File: config.mk
export PLATFORM = sky130hd
export DESIGN_NAME = mean_arbiter
export DESIGN_NICKNAME = d
export VERILOG_FILES = /design/src/rtl/mean_arbiter.sv
export SDC_FILE = /design/constraint.sdc
export NUM_CORES = 1
export LEC_CHECK = 0
export CAP_MARGIN = 40
export CORE_MARGIN = 2
export CORE_UTILIZATION = 41
export DETAILED_ROUTE_END_ITERATION = 6
export HOLD_SLACK_MARGIN = 0.03
export PLACE_DENSITY = 0.94
export RECOVER_POWER = 50
export SYNTH_ARGS = -nofsm -noshare
export SYNTH_HDL_FRONTEND = slang
export SYNTH_SLANG_ARGS = --single-unit
File: constraint.sdc
create_clock -name clk -period 2.9 [get_ports clk]
set_clock_uncertainty 0.2 [all_clocks]
set_input_delay 0.58 -clock clk [delete_from_list [all_inputs] [get_ports clk]]
set_output_delay 0.58 -clock clk [all_outputs]
set_load 0.03 [all_outputs]
File: src/rtl/mean_arbiter.sv
// mean_arbiter: round-robin front end sharing one frame-mean engine between two sample streams
module mean_arbiter #(
  parameter int DATA_W   = 16,
  parameter int LOG2_LEN = 11
) (
  input  logic              clk,
  input  logic              rst,
  input  logic              s0_tvalid,
  output logic              s0_tready,
  input  logic [DATA_W-1:0] s0_tdata,
  input  logic              s1_tvalid,
  output logic              s1_tready,
  input  logic [DATA_W-1:0] s1_tdata,
  output logic              eng_tvalid,
  input  logic              eng_tready,
  output logic [DATA_W-1:0] eng_tdata,
  input  logic              res_tvalid,
  output logic              res_tready,
  input  logic [DATA_W-1:0] res_tdata,
  output logic              m_tvalid,
  input  logic              m_tready,
  output logic [DATA_W-1:0] m_tdata,
  output logic              m_tid,
  output logic              busy
);
  typedef enum logic [1:0] {IDLE, STREAM, WAIT_RES, OUTPUT} state_t;
  state_t              state_q, state_d;
  logic                gnt_q, gnt_d, last_q, last_d, m_tvalid_q, m_tvalid_d, m_tid_q, m_tid_d;
  logic [LOG2_LEN-1:0] cnt_q, cnt_d;
  logic [DATA_W-1:0]   m_tdata_q, m_tdata_d;
  logic                pick, eng_hs;
  // on a tie the requester that did not win last time goes next
  assign pick       = (s0_tvalid && s1_tvalid) ? ~last_q : s1_tvalid;
  assign eng_tvalid = (state_q == STREAM) && (gnt_q ? s1_tvalid : s0_tvalid);
  assign eng_tdata  = gnt_q ? s1_tdata : s0_tdata;
  assign s0_tready  = (state_q == STREAM) && !gnt_q && eng_tready;
  assign s1_tready  = (state_q == STREAM) && gnt_q && eng_tready;
  assign eng_hs     = eng_tvalid && eng_tready;
  assign res_tready = state_q == WAIT_RES;
  assign m_tvalid   = m_tvalid_q;
  assign m_tdata    = m_tdata_q;
  assign m_tid      = m_tid_q;
  assign busy       = state_q != IDLE;
  always_comb begin
    state_d    = state_q;
    gnt_d      = gnt_q;
    last_d     = last_q;
    cnt_d      = cnt_q;
    m_tvalid_d = m_tvalid_q;
    m_tdata_d  = m_tdata_q;
    m_tid_d    = m_tid_q;
    case (state_q)
      IDLE: if (s0_tvalid || s1_tvalid) begin
        state_d = STREAM;
        gnt_d   = pick;
        last_d  = pick;
        cnt_d   = '0;
      end
      STREAM: if (eng_hs) begin
        cnt_d   = cnt_q + LOG2_LEN'(1);
        state_d = &cnt_q ? WAIT_RES : STREAM;
      end
      WAIT_RES: if (res_tvalid) begin
        state_d    = OUTPUT;
        m_tvalid_d = 1'b1;
        m_tdata_d  = res_tdata;
        m_tid_d    = gnt_q;
      end
      OUTPUT: if (m_tready) begin
        state_d    = IDLE;
        m_tvalid_d = 1'b0;
      end
      default: state_d = IDLE;
    endcase
  end
  always_ff @(posedge clk) begin
    if (!rst) begin
      state_q    <= IDLE;
      gnt_q      <= 1'b0;
      last_q     <= 1'b1;
      cnt_q      <= '0;
      m_tvalid_q <= 1'b0;
      m_tdata_q  <= '0;
      m_tid_q    <= 1'b0;
    end else begin
      state_q    <= state_d;
      gnt_q      <= gnt_d;
      last_q     <= last_d;
      cnt_q      <= cnt_d;
      m_tvalid_q <= m_tvalid_d;
      m_tdata_q  <= m_tdata_d;
      m_tid_q    <= m_tid_d;
    end
  end
endmodule
-- Word level (Yosys, flattened, before mapping)
Index checks and enable logic that the tools add are counted.
- input port bits: 55
- word-level logic and storage cells: 50
- register bits: 33
- add/subtract/negate cells: 1
- equality and inequality tests: 7
- reductions and logical operators: 19
- bitwise operators: 1
- mux-type cells: 15
- operator list (operator ; count):
    11-bit two-way mux ; 2
    11-bit case mux with 2 select lines ; 1
    16-bit two-way mux ; 1
    11-bit by 1-bit adder with 11-bit output, second input constant ; 1
    11-bit AND reduction ; 1
    2-bit two-way mux ; 5
    2-bit inequality test, second input constant ; 4
    2-bit case mux with 4 select lines ; 1
    1-bit logical AND ; 7
    3-bit AND reduction ; 2
    2-bit nonzero test ; 3
    2-bit == test, second input constant ; 2
    1-bit two-way mux ; 4
    2-bit AND reduction ; 2
    4-bit AND reduction ; 1
    2-bit by 1-bit == test with 1-bit output, second input constant ; 1
    2-bit logical NOT ; 1
    1-bit case mux with 2 select lines ; 1
    1-bit logical NOT ; 1
    1-bit logical OR ; 1
    1-bit NOT ; 1

-- Logic depth before layout (Yosys ltp)
Gate-level depths: netlist (run 1).
- depth after elaboration: 5
- gate-level depth with buffers: 7
- gate-level depth less buffers: 5

-- Worst setup path before layout (run 1)
Ideal clock, no wire load.
- path type: in2out
- start: in s1_tvalid
- end: out eng_tvalid
- data arrival time: 1498 ps
- path slack: 622 ps
- stages: 2
- path through: mux2i_1 > nor3b_1
- longest elaborated chain between the ends: 2
- RTL lines (element ; line ; source):
    start: declaration ; 11 ; input logic s1_tvalid,
    1-bit two-way mux ; 34 ; assign eng_tvalid = (state_q == STREAM) && (gnt_q ? s1_tvalid : s0_tvalid);
    1-bit logical AND ; 34 ;
    end: declaration ; 14 ; output logic eng_tvalid,
No other way between the ends.

-- Worst setup path after layout (run 1)
- start: reg gnt_q
- end: out eng_tdata[14]
- longest elaborated chain between the ends: 1
- RTL lines (element ; line ; source):
    start: declaration ; 28 ; logic gnt_q, gnt_d, last_q, last_d, m_tvalid_q, m_tvalid_d, m_tid_q, m_tid_d;
    start signal: assignment ; 87 ; gnt_q <= gnt_d;
    16-bit two-way mux ; 35 ; assign eng_tdata = gnt_q ? s1_tdata : s0_tdata;
    end: declaration ; 16 ; output logic [DATA_W-1:0] eng_tdata,
No other way between the ends.

==> flow_metrics.py, run 1 <==
metrics = {
    "clock_tree": {
        "cts_resized": 0,
        "cts_buffer_depth": 2,
        "clock_latency_ps": 290,
        "cts_tree": "done",
        "clkTransAtPathRegs_ps": 70,
        "cts_root_buf": "clkbuf_8",
        "post_cts_buffers": 0,
        "postCtsHoldBufs": 0,
        "cts_buffers": 5,
        "htree_levels": 2,
        "clock_sinks": 33,
    },
    "finish": {
        "diodes": 0,
        "layout.nets": 353,
        "fin_cells": 348,
        "fill_cells": 304,
        "drive_gt1_frac": 0.101,
        "area_growth_pct": 65.7,
        "stdcell_area_um2": 2740,
        "finish.utilization": 0.694,
    },
    "global_route": {
        "grtUsageTotal": 0.215,
        "grt_overflow": 0,
        "grt_max_degree": 22,
        "antenna_found_initial": 0,
        "grt_pass1_vias": 1697,
        "grt_pass1_wl_um": 7420,
    },
    "floorplanning": {
        "rows": 23,
        "pin_count": 94,
        "start_util": 0.419,
        "die_h_um": 67.5,
        "die_w_um": 67.5,
        "dieArea_um2": 4550,
        "core-area_um2": 3940,
    },
    "power_and_ir_drop": {
        "intPower_w": 0.000867,
        "peakVddDrop_mv": 0.404,
        "combPwrFrac": 0.208,
        "cellPowerDensity_nw_per_um2": 418,
        "clkPwrFrac": 0.391,
        "swShare": 0.242,
        "total_power_w": 0.00114,
        "p_leak_nw": 1.00,
        "p_sw_w": 0.000277,
        "pwr-share-seq": 0.401,
    },
    "run": {
        "drv_cap": 0,
    },
    "logic_synthesis": {
        "syn_inst": 204,
        "syn_nets": 260,
        "synth-async-reset-ratio": 0,
        "synth_warnings": 0,
        "synth_compound_area_frac": 0.168,
        "synth_most_common_cell": "nand2_1",
        "synthMuxAreaShare": 0.127,
        "ys_ff_latch": 33,
        "synth-main-ff-cell": "dfxtp_1",
        "synth_xor_area_frac": 0,
        "synth_top_cell_by_area": "dfxtp_1",
        "synthTopCellsByCount": "nand2_1, dfxtp_1, a21oi_1, mux2_2, nor2_1",
        "yosysTopAreaCellShare": 0.400,
        "syn_avg_cell_area_um2": 8.10,
        "synth_top_family_by_area": "simple AND/OR/NAND/NOR gates",
        "synth_cell_type_count": 38,
        "syn-cell-area_um2": 1650,
        "synthTopCellsByArea": "dfxtp_1, nand2_1, mux2_2",
        "ys_seq_area_frac": 0.400,
        "yosys.area_share.simple": 0.264,
        "synthAdderAreaFrac": 0.00758,
        "synth_edf_count": 0,
    },
    "worst_setup_path": {
        "cp_data_required_time_ps": 2120,
        "startpoint": "gnt_q",
        "r2r_cells": 4,
        "cp-end-kind": "output port",
        "critical_path_class": "flip-flop to output port",
        "endpoint": "eng_tdata[14]",
        "arrival_ps": 1890,
        "r2r_end": "m_tdata[3]",
        "crit_fanout": 21,
        "rrSetupSlack_ps": 750,
        "cp-start-kind": "flip-flop",
    },
    "status": {
        "status": "complete, no violations",
    },
    "routing": {
        "wl_um": 5070,
        "remaining_drc_errors": 0,
        "post_drt_wl_per_cell_um": 14.6,
        "drt_iter0_drc": 104,
        "vias_per_cell": 5.30,
        "ant_nets": 0,
        "routed-via-count": 1844,
        "drtPass1Iterations": 4,
    },
    "timing": {
        "setup_tns_ps": 0,
        "drv_slew": 0,
        "timing.final.crit_period_ps": 2670,
        "max_slew_margin": 0.437,
        "rsz0062_at_grt": "no",
        "fin_crit_sh": 0.920,
        "setup_viol": 0,
        "hold_viol_final": 0,
        "fmax_mhz": 375,
        "worst_pin_slew_ps": 844,
    },
    "min_path": {
        "hold_depth": 2,
        "hold_path_class": "flip-flop to flip-flop",
    },
    "placed_design": {
        "place_area_um2": 2620,
        "dp_cells": 340,
        "dpl.hpwl_um": 3820,
        "place_congestion": 0.756,
        "io_buffers": 93,
    },
}
power groups by stage:
stage / registers, W / logic [W] / clock network, W
floorplan: 0.000469 / 0.000109 / 0
global placement: 0.000469 / 0.000234 / 0
detailed placement: 0.000469 / 0.000239 / 0
CTS: 0.000459 / 0.000240 / 0.000457
global route: 0.000459 / 0.000253 / 0.000468
finish: 0.000459 / 0.000238 / 0.000448
how the worst min path moves through the flow:
stage | slack (ps) | endpoint | from
floorplan | 260 | cnt_q[6] | cnt_q[6]
global placement | 240 | m_tdata[6] | m_tdata[6]
detailed placement | 250 | m_tdata[6] | m_tdata[6]
CTS | 260 | m_tdata[8] | m_tdata[8]
global route | 270 | m_tdata[8] | m_tdata[8]
finish | 260 | m_tdata[0] | m_tdata[0]
cell families after synthesis:
family                     count (synthesis)
muxes                                     19
AOI/OAI and AO/OA                         44
buffers and inverters                     14
adders and majority gates                  1
and+or+nand+nor                           93
DFF                                       33
final cells by class:
class                   instances  area [um2]  area share
flip-flops and latches         33         661       0.241
repair buffers                 97         950       0.347
inverters                       3        11.3     0.00412
well taps                      50        62.6      0.0229
clock buffers                   7        86.3      0.0316
clock inverters                 1        30.0      0.0110
multi-input cells             157         936       0.342
metrics by stage:
| step | setup WS (ps) | hold slack, ps |
|---|---|---|
| final | 233 | 257 |
| after global placement | 262 | 241 |
| after CTS | 225 | 264 |
| after detailed placement | 243 | 252 |
| after global routing | 193 | 272 |
| after floorplan | 622 | 262 |
per-layer routing:
metal / GRT usage / routed length [um] / up-vias
met3: 0.0583 / 263 / 11
met2: 0.386 / 2680 / 57
met4: 0.0969 / 111 / 0
met5: 0 / 0 / -
li1: - / - / 911
met1: 0.235 / 2010 / 865
registers in the layout, indices dropped and copies added (netlist names), named ones only:
register / cells
m_tid: 1
m_tvalid: 1
state_q: 1
m_tdata: 16
cnt_q: 11
last_q: 1
gnt_q: 1
worst max-delay path, cell delays in order, from the launching register on:
cell             delay, ps
dfxtp_1                330
buf_4                  270
mux2_2                 380
clkdlybuf4s50_1        610
cell usage in the layout, fill, tap and decap left out, types with 2 or more instances in the layout:
| master | n |
|---|---|
| clkdlybuf4s50_1 | 74 |
| nand2_1 | 49 |
| dfxtp_1 | 33 |
| mux2_2 | 16 |
| a21oi_1 | 16 |
| dlygate4sd3_1 | 16 |
| nor2_1 | 12 |
| nand3_1 | 9 |
| o21ai_0 | 7 |
| clkbuf_8 | 6 |
| buf_4 | 6 |
| a21boi_0 | 5 |
| o211ai_1 | 4 |
| a31oi_1 | 4 |
| nor2b_1 | 3 |
| mux2i_1 | 3 |
| nand3b_1 | 3 |
| inv_1 | 2 |
| nor3_1 | 2 |
| a32oi_1 | 2 |
| nor4b_1 | 2 |
| nand4_1 | 2 |
| nor4_1 | 2 |
| clkbuf_1 | 2 |
Note: power is estimated with default switching activity, not from simulation.
==> run 2, diff against run 1 <==
ABC_AREA = 1   (was unset)
CORE_UTILIZATION = 42   (was 41)
PLACE_DENSITY = 0.95   (was 0.94)
REMOVE_ABC_BUFFERS = 1   (was unset)
==> flow_metrics.py, run 2 <==
metrics = {
    "finish": {
        "fill_cells": 331,
        "mostFrequentLayoutCells": "nand2_1, clkdlybuf4s50_1, dfxtp_1, a21oi_1, nand3_1",
        "drive_gt1_frac": 0.0525,
        "stdcell_area_um2": 2760,
        "mostFrequentLayoutCell": "nand2_1",
        "layout.nets": 417,
        "largest_register_ffs": 16,
        "diodes": 0,
        "regArea_um2": 661,
        "area_growth_pct": 59.1,
        "multi_input_area_um2": 900,
    },
    "run": {
        "drv_cap": 0,
    },
    "logic_synthesis": {
        "ys_seq_area_frac": 0.382,
        "syn_inst": 270,
        "synth_cell_type_count": 23,
        "synth_edf_count": 0,
        "synth-main-ff-cell": "dfxtp_1",
        "syn-cell-area_um2": 1730,
        "synthTopCellsByArea": "dfxtp_1, nand2_1, a21oi_1",
        "synth-async-reset-ratio": 0,
        "syn_avg_cell_area_um2": 6.41,
        "synth_warnings": 0,
        "synth_most_common_cell": "nand2_1",
        "yosysTopAreaCellShare": 0.382,
        "ys_ff_latch": 33,
        "synthTopCellsByCount": "nand2_1, dfxtp_1, a21oi_1",
        "synth_top_cell_by_area": "dfxtp_1",
    },
    "floorplanning": {
        "core-area_um2": 3970,
        "start_util": 0.436,
        "pin_count": 94,
        "dieArea_um2": 4650,
        "rows": 23,
        "die_w_um": 68.2,
        "die_h_um": 68.2,
    },
    "worst_setup_path": {
        "startpoint": "eng_tready",
        "r2r_cells": 6,
        "cp-end-kind": "output port",
        "r2r_end": "m_tdata[11]",
        "rrSetupSlack_ps": 340,
        "crit_fanout": 4,
        "critical_path_class": "primary input to output port",
        "arrival_ps": 2040,
        "cp-start-kind": "primary input",
        "cp_data_required_time_ps": 2120,
        "endpoint": "s1_tready",
    },
    "global_route": {
        "antenna_found_initial": 0,
        "use_met1": 0.222,
        "gr-usage-met2": 0.421,
        "grt-busiest-layer": "met2",
        "grt_overflow": 0,
        "grt_max_degree": 22,
        "grt_pass1_wl_um": 7770,
        "grtUsageTotal": 0.222,
        "use_met3": 0.0609,
        "grt_pass1_vias": 1874,
    },
    "timing": {
        "drv_slew": 0,
        "hold_viol_final": 0,
        "worst_pin_slew_ps": 685,
        "setup_viol": 0,
        "max_slew_margin": 0.543,
        "rsz0062_at_grt": "no",
        "fin_crit_sh": 0.973,
        "fmax_mhz": 354,
        "setup_tns_ps": 0,
        "timing.final.crit_period_ps": 2820,
    },
    "min_path": {
        "hold_path_class": "flip-flop to flip-flop",
    },
    "routing": {
        "ant_nets": 0,
        "routed-via-count": 2054,
        "drtPass1Iterations": 4,
        "remaining_drc_errors": 0,
        "post_drt_wl_per_cell_um": 12.0,
        "vias_per_cell": 4.99,
        "drt_iter0_drc": 84,
        "wl_um": 4930,
    },
    "power_and_ir_drop": {
        "peakVddDrop_mv": 0.243,
        "pwr-share-seq": 0.421,
        "intPower_w": 0.000804,
        "p_leak_nw": 1.15,
        "p_sw_w": 0.000301,
        "combPwrFrac": 0.246,
        "clkPwrFrac": 0.333,
        "swShare": 0.273,
        "cellPowerDensity_nw_per_um2": 401,
    },
    "clock_tree": {
        "postCtsHoldBufs": 0,
        "cts_buffer_depth": 2,
        "htree_levels": 2,
        "clock_latency_ps": 280,
        "cts_buffers": 5,
        "clkTransAtPathRegs_ps": 70,
        "clock_sinks": 33,
        "cts_resized": 0,
        "post_cts_buffers": 0,
        "cts_root_buf": "clkbuf_8",
        "cts_tree": "done",
    },
    "placed_design": {
        "dpl.hpwl_um": 3870,
        "place_area_um2": 2680,
        "place_congestion": 0.898,
        "io_buffers": 93,
    },
    "status": {
        "status": "complete, no violations",
    },
}
run 2: cell types whose count changed after synthesis, moves of 5 or more:
cell      delta
a21boi_0     -5
a21oi_1     +13
inv_1       +16
mux2_2      -16
nand2_1     +52
nand3_1     +16
nor2_1       +9
run 2: worst min-delay path by stage:
stage	start	to	slack, ps	cells after the start
final	m_tvalid	m_tvalid	260	2
after global routing	m_tvalid	m_tvalid	270	2
after CTS	m_tvalid	m_tvalid	260	2
after detailed placement	m_tvalid	m_tvalid	250	2
after global placement	last_q	last_q	240	2
after floorplan	last_q	last_q	230	2
run 2: routing by layer:
metal / vias to the layer above / share of wire
li1: 1044 / -
met1: 909 / 0.37
met2: 95 / 0.49
met3: 6 / 0.12
met4: 0 / 0.018
met5: - / 0
run 2: cell families after synthesis:
group,Yosys count,synth area share
and+or+nand+nor,158,0.378
adders and majority gates,1,0.00722
DFF,33,0.382
AOI/OAI and AO/OA,44,0.147
buffers and inverters,34,0.0867
run 2: power by group through the flow:
stage	registers, W	clock network, W	logic (W)
global placement	0.000475	0	0.000271
floorplan	0.000477	0	0.000123
global route	0.000465	0.000402	0.000295
detailed placement	0.000475	0	0.000277
finish	0.000465	0.000368	0.000272
CTS	0.000465	0.000382	0.000277
run 2: critical path, cell delays in order:
cell	delay, ps
clkdlybuf4s50_1	450
inv_1	70
nor3_1	210
clkdlybuf4s50_1	720
run 2: final cells by class:
| cell class | count | share of cell area |
|---|---|---|
| Tap cell | 50 | 0.0227 |
| Inverter | 21 | 0.0286 |
| Sequential cell | 33 | 0.240 |
| Timing Repair Buffer | 97 | 0.346 |
| Multi-Input combinational cell | 203 | 0.327 |
| Clock inverter | 1 | 0.00182 |
| Clock buffer | 7 | 0.0350 |
run 2: through the flow:
stage | power (W) | std cells | utilization | setup slack, ps | hold slack, ps
4_1_cts | 0.00112 | 412 | 0.700 | 44.6 | 263
2_1_floorplan | 0.000600 | 257 | - | 546 | 229
5_1_grt | 0.00116 | 412 | 0.694 | 64.6 | 268
3_3_place_gp | 0.000746 | 404 | 0.675 | 102 | 237
6_report | 0.00111 | 412 | 0.694 | 77.2 | 257
3_5_place_dp | 0.000752 | 404 | 0.675 | 34.2 | 252
==> RTL edit 1: new RTL, settings of run 2 <==
Change the parameter `LOG2_LEN` from 11 to 12.
--- a/src/rtl/mean_arbiter.sv
+++ b/src/rtl/mean_arbiter.sv
@@ -3,3 +3,3 @@
   parameter int DATA_W   = 16,
-  parameter int LOG2_LEN = 11
+  parameter int LOG2_LEN = 12
 ) (
Function: no difference found for any inputs over 10 cycles, from zero or initial values and one cycle with rst low; that may be too few to reach the edited logic, so the function may still have changed.
==> RTL edit 1 against run 2 <==
Routed wire length is 4.8% higher; non-clock buffer count is 2 higher; via count is 5.1% higher; critical path depth stayed put; worst setup slack better by 0.065 ns; cell area is 2.6% higher; total power is 2.0% higher; utilization is 0.31 points higher; synthesized area is 3.6% higher; sequential cell count is 1 higher.
==> RTL edit 1: results (changes against run 2) <==
Status
  – Run status: finished, final reports clean (unchanged)

Finish
  – Clock-cell share: 3.23% (was 3.68%)
  – Cell area after layout: 2830 um^2 (was 2760 um^2)
  – Share of layout cells above drive strength 1: 4.27% (was 5.25%)
  – Multi-input combinational area share: 33.1% (was 32.7%)
  – Logic inverters: 23 (was 21)
  – Multi-input gates: 211 (was 203)
  – Net count, final: 430 (was 417)
  – Data buffer area share: 34.3% (was 34.6%)
  – Layout filler cell count: 339 (was 331)

Synthesis
  – Largest cells by area after synthesis: dfxtp_1 38%, nand2_1 22%, a21oi_1 8.1% (was dfxtp_1 38%, nand2_1 22%, a21oi_1 8.4%)
  – Synth Area in Compound Gates: 14.1% (was 14.7%)
  – Sequential share of the synthesized area: 37.9% (was 38.2%)
  – Top post-synthesis cells by count: 104 x nand2_1, 34 x dfxtp_1, 29 x a21oi_1 (was 101 x nand2_1, 33 x dfxtp_1, 29 x a21oi_1)
  – Synth Area in Adders: 0.697% (was 0.723%)
  – Post-synthesis register bit count: 34 (was 33)
  – Syn Area/Cell: 6.39 um^2 (was 6.41 um^2)

Routing
  – Routed Wire Length: 5.16 mm (was 4.93 mm)
  – Via count: 2159 (was 2054)

STA
  – Max transition margin: 56.3% (was 54.3%)
  – Worst Setup Slack, final: 0.142 ns (was 0.0772 ns)
  – Worst hold margin: 0.256 ns (was 0.257 ns)

Critical path
  – Arrival @ worst endpoint: 1.98 ns (was 2.04 ns)
  – CP Max Fanout: 3 (was 4)
  – R2R Setup Slk: 0.54 ns (was 0.34 ns)

Placed design
  – Dpl hpwl: 3.90 mm (was 3.87 mm)
  – Post-placement cell count: 417 (was 404)
  – Routability Congestion: 0.835 (was 0.898)

Power and ir drop
  – VDD IR max: 0.000307 V (was 0.000243 V)
  – LEAKAGE: 1.15 nW (about the same)

GRT
  – Total track usage: 22.6% (was 22.2%)
  – Pin count of the biggest net entering global routing: 21 (was 22)

Die
  – Total core area: 4060 um^2 (was 3970 um^2)
[RTL edit 1: changes by cell type in the layout (fill, tap and decap cells not counted), moves of 2 or more]
cell	delta
clkdlybuf4s50_1	+11
dlygate4sd3_1	-10
nand2_1	+3
o21ai_0	-3
o21bai_1	+3
inv_1	+2
nand3_1	+2
o21bai_2	-2
[RTL edit 1: where the power goes]
group	switching [mW]	leakage, nW	internal, mW	total (mW)
logic	0.146	0.824	0.136	0.282
registers	0.00831	0.275	0.473	0.481
clock network	0.172	0.0482	0.192	0.364
[RTL edit 1: worst max path at each step]
stage,startpoint,to,depth (start not counted)
4_1_cts,eng_tready,s0_tready,4
3_3_place_gp,eng_tready,s1_tready,4
5_1_grt,eng_tready,s0_tready,4
3_5_place_dp,eng_tready,s0_tready,4
6_report,eng_tready,s0_tready,4
2_1_floorplan,gnt_q,s1_tready,2
[RTL edit 1: metal layers]
layer / part of all wire, % / vias to the layer above / wire [um] / global-route usage (%)
li1: - / 1089 / - / -
met1: 41 / 953 / 2110 / 25.0
met2: 46 / 104 / 2380 / 38.1
met3: 11 / 13 / 553 / 8.72
met4: 2.4 / 0 / 123 / 10.2
met5: 0 / - / 0 / 0
[RTL edit 1: worst max-delay path, stage by stage]
cell	delay (ns)
clkdlybuf4s50_1	0.46
inv_1	0.07
nor3_1	0.18
clkdlybuf4s50_1	0.70
[RTL edit 1: kinds of logic after synthesis]
family                     Yosys count
DFF                                 34
buffers and inverters               36
AOI/OAI and AO/OA                   44
adders and majority gates            1
and+or+nand+nor                    166
==> RTL edit 2: new RTL, config.mk and constraints of run 2 <==
Made on the original files. Re-encode `state_t` (4 states) as one-hot, 4 bits wide.
--- a/src/rtl/mean_arbiter.sv
+++ b/src/rtl/mean_arbiter.sv
@@ -25,3 +25,3 @@
 );
-  typedef enum logic [1:0] {IDLE, STREAM, WAIT_RES, OUTPUT} state_t;
+  typedef enum logic [3:0] {IDLE = 4'b0001, STREAM = 4'b0010, WAIT_RES = 4'b0100, OUTPUT = 4'b1000} state_t;
   state_t              state_q, state_d;
Function: same outputs for any inputs over 10 cycles, from zero or initial values and one cycle with rst low; not proved beyond that.
==> RTL edit 2 against run 2 <==
Clock power down 7.3%; worst setup slack improved by 0.19 ns; total power rose by 23%; die area increased by 10%; cell area is 6.6% higher; sequential cell count grew 2; routed wire length increased by 9.5%; synthesized area rose by 11%; final cell count grew 8.7%; critical path type is now flop to output port; largest power group unchanged; critical endpoint is now eng_tdata[6]; sequential share of layout area down 0.12 points.
==> RTL edit 2: results (changes against run 2) <==
Critical path
  – CP Max Fanout: 13 (was 4)
  – CP endpoint: eng_tdata[6] (was s1_tready)
  – Worst R2R End: m_tdata[5] (was m_tdata[11])
  – CP Launch Point: gnt_q (was eng_tready)

Synthesis
  – Synth Area in XOR/XNOR: 0.912% (was 0%)
  – Synth Area in Compound Gates: 9.12% (was 14.7%)
  – Count of cell types in the netlist: 25 (was 23)
  – Top post-synthesis cells by count: 122 x nand2_1, 35 x dfxtp_1, 31 x a21oi_1 (was 101 x nand2_1, 33 x dfxtp_1, 29 x a21oi_1)

Power and ir drop
  – Seq pwr: 0.515 mW (was 0.465 mW)
  – VDD IR max: 0.000290 V (was 0.000243 V)
  – NetSw: 0.490 mW (was 0.301 mW)
  – Clock Power Share: 25.1% (was 33.3%)

Placed design
  – Dpl hpwl: 4.13 mm (was 3.87 mm)

Routing
  – DRT iter0 DRCs: 102 (was 84)
  – Met1 WL: 2.14 mm (was 1.84 mm)
  – Routed Wire Length: 5.39 mm (was 4.93 mm)

Hold path
  – Critical hold path startpoint: m_tdata[1] (was m_tvalid)

GRT
  – First-pass GRT wire length: 8.58 mm (was 7.77 mm)
  – Grt met2 use: 39.6% (was 42.1%)
  – GR Util met1: 21.8% (was 22.2%)
  – Met3 Use GR: 5.20% (was 6.09%)
  – Vias in the first global route: 2007 (was 1874)
  – Total track usage: 20.5% (was 22.2%)

Status
  – Run status: finished, final reports clean (unchanged)

Finish
  – Net count, final: 451 (was 417)
  – Share of layout cells above drive strength 1: 6.82% (was 5.25%)
[RTL edit 2: area by class of cell]
class                      instances  area (um^2)
clock buffer                       6         72.6
clock inverter                     2         12.5
fill                             358         1450
inverter                          23         86.3
multi-input combinational        232         1040
sequential                        35          701
tap                               52         65.1
timing repair buffer              98          957
[RTL edit 2: per-stage QoR]
| stage | instance area, um^2 | hold slack [ns] | std cells | worst slack, ns | total power, mW |
|---|---|---|---|---|---|
| after floorplan | 1850 | 0.229 | 290 | 0.546 | 0.822 |
| after detailed placement | 2880 | 0.253 | 440 | 0.254 | 1.04 |
| after CTS | 2970 | 0.264 | 448 | 0.254 | 1.38 |
| after global routing | 2940 | 0.284 | 448 | 0.131 | 1.43 |
| after global placement | 2880 | 0.240 | 440 | 0.269 | 1.03 |
| final | 2940 | 0.262 | 448 | 0.270 | 1.36 |
[RTL edit 2: logic make-up after synthesis]
family,after synthesis
buffers and inverters,35
xor gates and xnor gates,2
DFF,35
adders and majority gates,1
AOI/OAI and AO/OA,35
and+or+nand+nor,194
